--- config.mk ---
export PLATFORM = sky130hd
export DESIGN_NAME = inst_fetch_stage_flat
export DESIGN_NICKNAME = d
export VERILOG_FILES = /design/src/rtl/inst_fetch_stage_if.sv /design/src/rtl/inst_fetch_stage.sv /design/src/flat_wrapper.sv
export SDC_FILE = /design/constraint.sdc
export NUM_CORES = 1
export LEC_CHECK = 0
export CAP_MARGIN = 20
export CORE_MARGIN = 3
export CORE_UTILIZATION = 30
export CTS_CLUSTER_SIZE = 12
export DETAILED_ROUTE_END_ITERATION = 6
export PLACE_DENSITY = 0.73
export SYNTH_ARGS = -nofsm -noshare
export SYNTH_HDL_FRONTEND = slang
export SYNTH_SLANG_ARGS = --single-unit
export TNS_END_PERCENT = 100
--- constraint.sdc ---
create_clock -name Clk -period 5.9 [get_ports Clk]
set_clock_uncertainty 0.15 [all_clocks]
set_input_delay 1.18 -clock Clk [delete_from_list [all_inputs] [get_ports Clk]]
set_output_delay 1.18 -clock Clk [all_outputs]
set_load 0.05 [all_outputs]
--- src/rtl/inst_fetch_stage_if.sv ---
// Instruction-memory bus between the fetch stage and the 256x8 instruction RAM.
interface inst_fetch_stage_if;
  logic        MemEnable;
  logic [31:0] MemAddress;
  logic [31:0] MemDataOut;

  // Fetch stage side: drives enable/address, receives the read word.
  modport master (
    output MemEnable,
    output MemAddress,
    input  MemDataOut
  );

  // RAM side: receives enable/address, returns the 4 bytes at MemAddress.
  modport slave (
    input  MemEnable,
    input  MemAddress,
    output MemDataOut
  );
endinterface

--- src/rtl/inst_fetch_stage.sv ---
// Instruction fetch stage: owns the PC, drives the instruction RAM, and fills
// the IF/ID pipeline register. Handles hazard stalls and taken-branch
// redirects, which flush IF/ID to a bubble.
module inst_fetch_stage #(
  parameter int unsigned MEM_BYTES = 256,
  parameter logic [31:0] RESET_PC  = 32'h0000_0000,
  parameter logic [31:0] NOP_INSTR = 32'hE1A0_0000
) (
  input  logic                       Clk,
  input  logic                       Reset_n,
  input  logic                       Stall,
  input  logic                       BranchTaken,
  input  logic [31:0]                BranchTarget,
  inst_fetch_stage_if.master         mem,
  output logic [31:0]                IfId_Instr,
  output logic [31:0]                IfId_PC4,
  output logic                       IfId_Valid,
  output logic [31:0]                FetchPC,
  output logic [15:0]                InstrCount
);

  localparam logic [31:0] ADDR_MASK = 32'(MEM_BYTES - 1);

  typedef enum logic [1:0] {
    S_BOOT = 2'd0,
    S_RUN  = 2'd1,
    S_HOLD = 2'd2
  } state_t;

  state_t      r_state;
  state_t      w_state_nxt;
  logic        w_capture;
  logic        w_flush;

  logic        r_mem_en;
  logic [31:0] r_pc;
  logic [31:0] r_instr;
  logic [31:0] r_pc4;
  logic        r_valid;
  logic [15:0] r_cnt;

  // Next sequential word address, wrapping at the end of instruction memory.
  function automatic logic [31:0] seq_pc(input logic [31:0] pc);
    return (pc + 32'd4) & ADDR_MASK;
  endfunction

  // Branch target forced into range and onto a word boundary.
  function automatic logic [31:0] redirect_pc(input logic [31:0] tgt);
    return tgt & ADDR_MASK & ~32'd3;
  endfunction

  // Capture counter that sticks at all-ones instead of wrapping.
  function automatic logic [15:0] sat_inc(input logic [15:0] c);
    return (c == 16'hFFFF) ? c : c + 16'd1;
  endfunction

  // State register; BOOT on reset gives the RAM its precharge cycle.
  always_ff @(posedge Clk or negedge Reset_n) begin
    if (!Reset_n) r_state <= S_BOOT;
    else          r_state <= w_state_nxt;
  end

  // Next-state and action decode; branch beats stall, and leaving HOLD
  // captures on the same edge, so RUN and HOLD share one decision tree.
  always_comb begin
    w_state_nxt = r_state;
    w_capture   = 1'b0;
    w_flush     = 1'b0;
    case (r_state)
      S_BOOT: w_state_nxt = S_RUN;
      S_RUN, S_HOLD: begin
        if (BranchTaken) begin
          w_flush     = 1'b1;
          w_state_nxt = S_RUN;
        end else if (Stall) begin
          w_state_nxt = S_HOLD;
        end else begin
          w_capture   = 1'b1;
          w_state_nxt = S_RUN;
        end
      end
      default: w_state_nxt = S_BOOT;
    endcase
  end

  // Registered RAM enable so the memory pins have no path from inputs.
  always_ff @(posedge Clk or negedge Reset_n) begin
    if (!Reset_n) r_mem_en <= 1'b0;
    else          r_mem_en <= (w_state_nxt != S_BOOT);
  end

  // PC, IF/ID register and capture counter.
  always_ff @(posedge Clk or negedge Reset_n) begin
    if (!Reset_n) begin
      r_pc    <= RESET_PC;
      r_instr <= NOP_INSTR;
      r_pc4   <= 32'd0;
      r_valid <= 1'b0;
      r_cnt   <= 16'd0;
    end else if (w_flush) begin
      r_pc    <= redirect_pc(BranchTarget);
      r_instr <= NOP_INSTR;
      r_pc4   <= 32'd0;
      r_valid <= 1'b0;
    end else if (w_capture) begin
      r_pc    <= seq_pc(r_pc);
      r_instr <= mem.MemDataOut;
      r_pc4   <= seq_pc(r_pc);
      r_valid <= 1'b1;
      r_cnt   <= sat_inc(r_cnt);
    end
  end

  assign mem.MemEnable  = r_mem_en;
  assign mem.MemAddress = r_pc;
  assign FetchPC        = r_pc;
  assign IfId_Instr     = r_instr;
  assign IfId_PC4       = r_pc4;
  assign IfId_Valid     = r_valid;
  assign InstrCount     = r_cnt;

endmodule

--- src/flat_wrapper.sv ---
// flat-port wrapper written by rule: the top's interface ports become plain ports
module inst_fetch_stage_flat 
#(
  parameter int unsigned MEM_BYTES = 256,
  parameter logic [31:0] RESET_PC  = 32'h0000_0000,
  parameter logic [31:0] NOP_INSTR = 32'hE1A0_0000
)
  (Clk, Reset_n, Stall, BranchTaken, BranchTarget, IfId_Instr, IfId_PC4, IfId_Valid, FetchPC, InstrCount, mem_MemEnable, mem_MemAddress, mem_MemDataOut);
  inst_fetch_stage_if mem_i ();
  input  logic Clk;
  input  logic Reset_n;
  input  logic Stall;
  input  logic BranchTaken;
  input  logic [31:0] BranchTarget;
  output logic [31:0] IfId_Instr;
  output logic [31:0] IfId_PC4;
  output logic IfId_Valid;
  output logic [31:0] FetchPC;
  output logic [15:0] InstrCount;
  output wire logic [$bits(mem_i.MemEnable)-1:0] mem_MemEnable;
  output wire logic [$bits(mem_i.MemAddress)-1:0] mem_MemAddress;
  input wire logic [$bits(mem_i.MemDataOut)-1:0] mem_MemDataOut;
  assign mem_MemEnable = mem_i.MemEnable;
  assign mem_MemAddress = mem_i.MemAddress;
  assign mem_i.MemDataOut = mem_MemDataOut;
  inst_fetch_stage #(.MEM_BYTES(MEM_BYTES), .RESET_PC(RESET_PC), .NOP_INSTR(NOP_INSTR)) u_core (.Clk(Clk), .Reset_n(Reset_n), .Stall(Stall), .BranchTaken(BranchTaken), .BranchTarget(BranchTarget), .mem(mem_i), .IfId_Instr(IfId_Instr), .IfId_PC4(IfId_PC4), .IfId_Valid(IfId_Valid), .FetchPC(FetchPC), .InstrCount(InstrCount));
endmodule
==> flow_summary_export.csv <==
group,metric,value,unit
timing,fin_crit,3.17,ns
floorplanning,dieArea,0.0126,sq mm
routing,detail_route.wl_per_cell,13.8,microns
clock_tree,cts_buffer_depth,2,
routing,drt_iter0_drc,105,
timing,tightest_slew,0.846,ns
routing,viasPerCell,4.32,
layout,multi_input_comb_area,0.00136,sq mm
yosys,synth-simple-area-share,11.9,%
routing,ant_nets,0,
clock_tree,post_cts_resize_count,0,
power,ir_worst_vdd,0.301,mV
critical_path,startpoint_type,"input port",
critical_path,slowest_stage,"clkdlybuf4s50_1",
clock_tree,cts_tree,"yes",
yosys,synth-seq-cells,65,
layout,antennaDiodeCount,0,
yosys,yosys.area_share.xor_xnor,4.64,%
clock_tree,htreeDepth,3,
floorplanning,core,0.0109,sq mm
yosys,syn_inst,308,
clock_tree,cts-root-buf,"clkbuf_16",
floorplanning,die_w,112,microns
placed_design,post-place-ws,2.23,ns
clock_tree,postCtsSetupBuffers,0,
min_path,hold_start,"u_core.IfId_PC4[5]",
global_route,grt_pass1_wl,12300,microns
yosys,synth_cell_types,40,
floorplanning,rows,38,
critical_path,rr_startpoint,"u_core.r_state[0]",
yosys,synth_top_family_by_area,"buffers and inverters",
routing,num_vias,2425,
yosys,ys_warn_count,0,
global_route,grt_antenna_before_repair,0,
routing,first_pass_iters,4,
critical_path,worstSetupPathType,"input port to flip-flop",
timing,final_hold_viol_count,0,
clock_tree,clk_transition_reported_paths,0.06,ns
critical_path,crit_fanout,22,
yosys,yosys.area_share.adder,1.47,%
timing,report.final.slew_viol_count,0,
min_path,hold_class,"flip-flop to flip-flop",
layout,area_growth,37.4,%
clock_tree,clk_latency,0.32,ns
flow_run,maxCapViolCount,0,
run_status,status,"complete, no violations",
clock_tree,cts_buffers,9,
global_route,grt_max_degree,66,
placed_design,placement.io_buffers,111,
yosys,synth_mux_area_share,1.84,%
power,p_leak,2.15,nW
yosys,syn_area_per_cell,11.0,sq um
timing,min_period_over_period,53.6,%
floorplanning,pin_count,214,
floorplanning,start_util,31.1,%
yosys,synth_compound_gate_area_share,11.7,%
timing,setup_tns,0,ns
timing,setup_viol,0,
routing,drc,0,
placed_design,place.gp.congestion,0.783,
clock_tree,cts_hold_buf,0,
global_route,grt_use_total,12.1,%
power,power_density,589,mW/mm^2
timing,setup_ws,2.73,ns
critical_path,worstPathArrival,3.22,ns
critical_path,slowest_delay,0.58,ns
critical_path,ff2ff_path_depth,6,
timing,max_freq,316,MHz
min_path,min_delay_path_depth,2,
timing,slew_headroom,43.5,%
layout,fill_cells,1034,
critical_path,rr_endpoint,"u_core.InstrCount[1]",
critical_path,worstPathRequired,5.95,ns
global_route,grt_overflow,0,
critical_path,cp_cell_sequence,"clkdlybuf4s50_1, nor2b_4, nand2_1, nor2_1, mux2_1",
floorplanning,die_h,112,microns
layout,nets,488,
min_path,min_to,"u_core.IfId_PC4[5]",
yosys,mappedNetlistArea,0.00340,sq mm
critical_path,endpoint_kind,"flip-flop",
routing,routed_wl,7760,microns
yosys,synth-seq-area-share,48.1,%
critical_path,r2r_slack,3.16,ns
placed_design,dp_hpwl,5660,microns
layout,drive_above_1_share,9.26,%
clock_tree,cts.sinks,65,
timing,rsz0062_at_grt,"no",
global_route,grt_pass1_vias,2335,
layout,regArea,0.00163,sq mm
-- state kept, by name, summed over array words and instances, names as in the netlist --
name and cells:
u_core.IfId_Instr 32, u_core.InstrCount 16, u_core.IfId_PC4 7, u_core.FetchPC 6
u_core.r_state 2, u_core.IfId_Valid 1, u_core.mem.MemEnable 1
-- cell usage in the layout, fill, tap and decap left out, types with 2 or more instances in the layout --
master,synthesis,layout
ha_1,4,4
nor3_1,4,4
dfrtp_1,59,59
and3_1,2,2
mux2i_1,4,4
nor3b_1,2,2
bufinv_16,0,2
inv_1,5,5
nor2_1,13,13
o21ai_0,5,5
nand3_1,4,4
nand4_1,5,5
a22o_1,27,27
clkbuf_16,0,9
clkdlybuf4s50_1,0,110
nor2b_1,2,2
o22ai_1,3,3
inv_6,0,2
nor4_2,4,4
a21oi_1,4,4
dfstp_2,6,6
clkinv_4,0,2
o22a_1,6,6
nand2_1,18,18
buf_4,84,3
mux2_1,2,2
xor2_1,16,16
conb_1,1,76
xnor2_1,2,2
nor4b_2,2,2
and2_1,3,3
-- worst max path at each step --
stage                     cells after the start                    end         from  slack (ns)
after floorplan                               4  u_core.InstrCount[12]  BranchTaken        3.47
final                                         5   u_core.InstrCount[1]        Stall        2.73
after CTS                                     4      u_core.FetchPC[6]  BranchTaken        2.58
after detailed placement                      4      u_core.FetchPC[6]  BranchTaken        2.23
after global routing                          5   u_core.InstrCount[1]        Stall        2.59
after global placement                        4      u_core.FetchPC[6]  BranchTaken        2.32
-- power by group --
group | switching (mW) | total, mW | internal [mW]
combinational | 0.977 | 1.45 | 0.474
sequential | 0.115 | 0.721 | 0.606
clock | 0.206 | 0.580 | 0.374
-- area by class of cell --
type,instances,area share [%]
flip-flops and latches,65,35.0
multi-input cells,220,29.1
repair buffers,115,24.8
clock buffers,9,4.82
well taps,140,3.75
clock inverters,7,2.20
inverters,5,0.402
-- critical path: cells and delay by family --
kind,cells,cell delay (ns)
buffers and inverters,1,0.58
muxes,1,0.35
and+or+nand+nor,3,1.09
-- metal layers --
layer / up-vias / share of wire, % / track usage (%) / wire length [microns]
met5: - / 0 / 0 / 0
met4: 0 / 0.61 / 3.13 / 47
met3: 5 / 7.8 / 4.37 / 602
met2: 116 / 48 / 19.3 / 3690
met1: 1181 / 44 / 15.6 / 3410
li1: 1123 / - / - / -
-- cells in the mapped netlist (all sizes together) --
master / number / share of area [%]
nand3: 4 / 0.59
xor2: 16 / 4.1
nand4: 6 / 1.3
mux2i: 4 / 1.2
clkbuf: 4 / 0.44
and2: 3 / 0.55
a21bo: 1 / 0.29
dfstp: 6 / 4.6
nor2: 13 / 1.4
o22a: 6 / 1.5
mux2: 2 / 0.66
o221ai: 1 / 0.26
a22o: 27 / 7.0
nand2b: 1 / 0.18
nand2: 18 / 2.0
and3: 3 / 0.70
nor2b: 3 / 0.77
a21oi: 4 / 0.59
o22ai: 3 / 0.55
dfrtp: 59 / 43
nor3b: 3 / 0.99
a21o: 1 / 0.22
nor4: 5 / 1.7
xnor2: 2 / 0.52
a22oi: 1 / 0.22
ha: 4 / 1.5
a221o: 1 / 0.29
o21ai: 5 / 0.74
nor3: 5 / 0.88
inv: 5 / 0.55
conb: 1 / 0.11
nor4b: 2 / 0.88
buf: 89 / 19
-- stage by stage --
step	hold WS (ns)	utilization (%)	total power, mW	cell area, sq um	std cells
2_1_floorplan	0.433	-	1.78	3680	383
3_3_place_gp	0.316	39.4	2.14	4310	543
3_5_place_dp	0.319	39.4	2.16	4310	543
4_1_cts	0.332	42.4	2.77	4630	559
5_1_grt	0.359	42.7	2.89	4670	561
6_report	0.333	42.7	2.75	4670	561
-- cell families after synthesis --
logic type / count (synthesis)
buffers and inverters: 98
AND/OR/NAND/NOR: 66
flip-flops: 65
AO/OA/AOI/OAI: 50
XOR/XNOR: 18
multiplexers: 6
adder cells (fa/ha/maj): 4
other: 1
No activity file was read; power rests on OpenSTA's default activity.
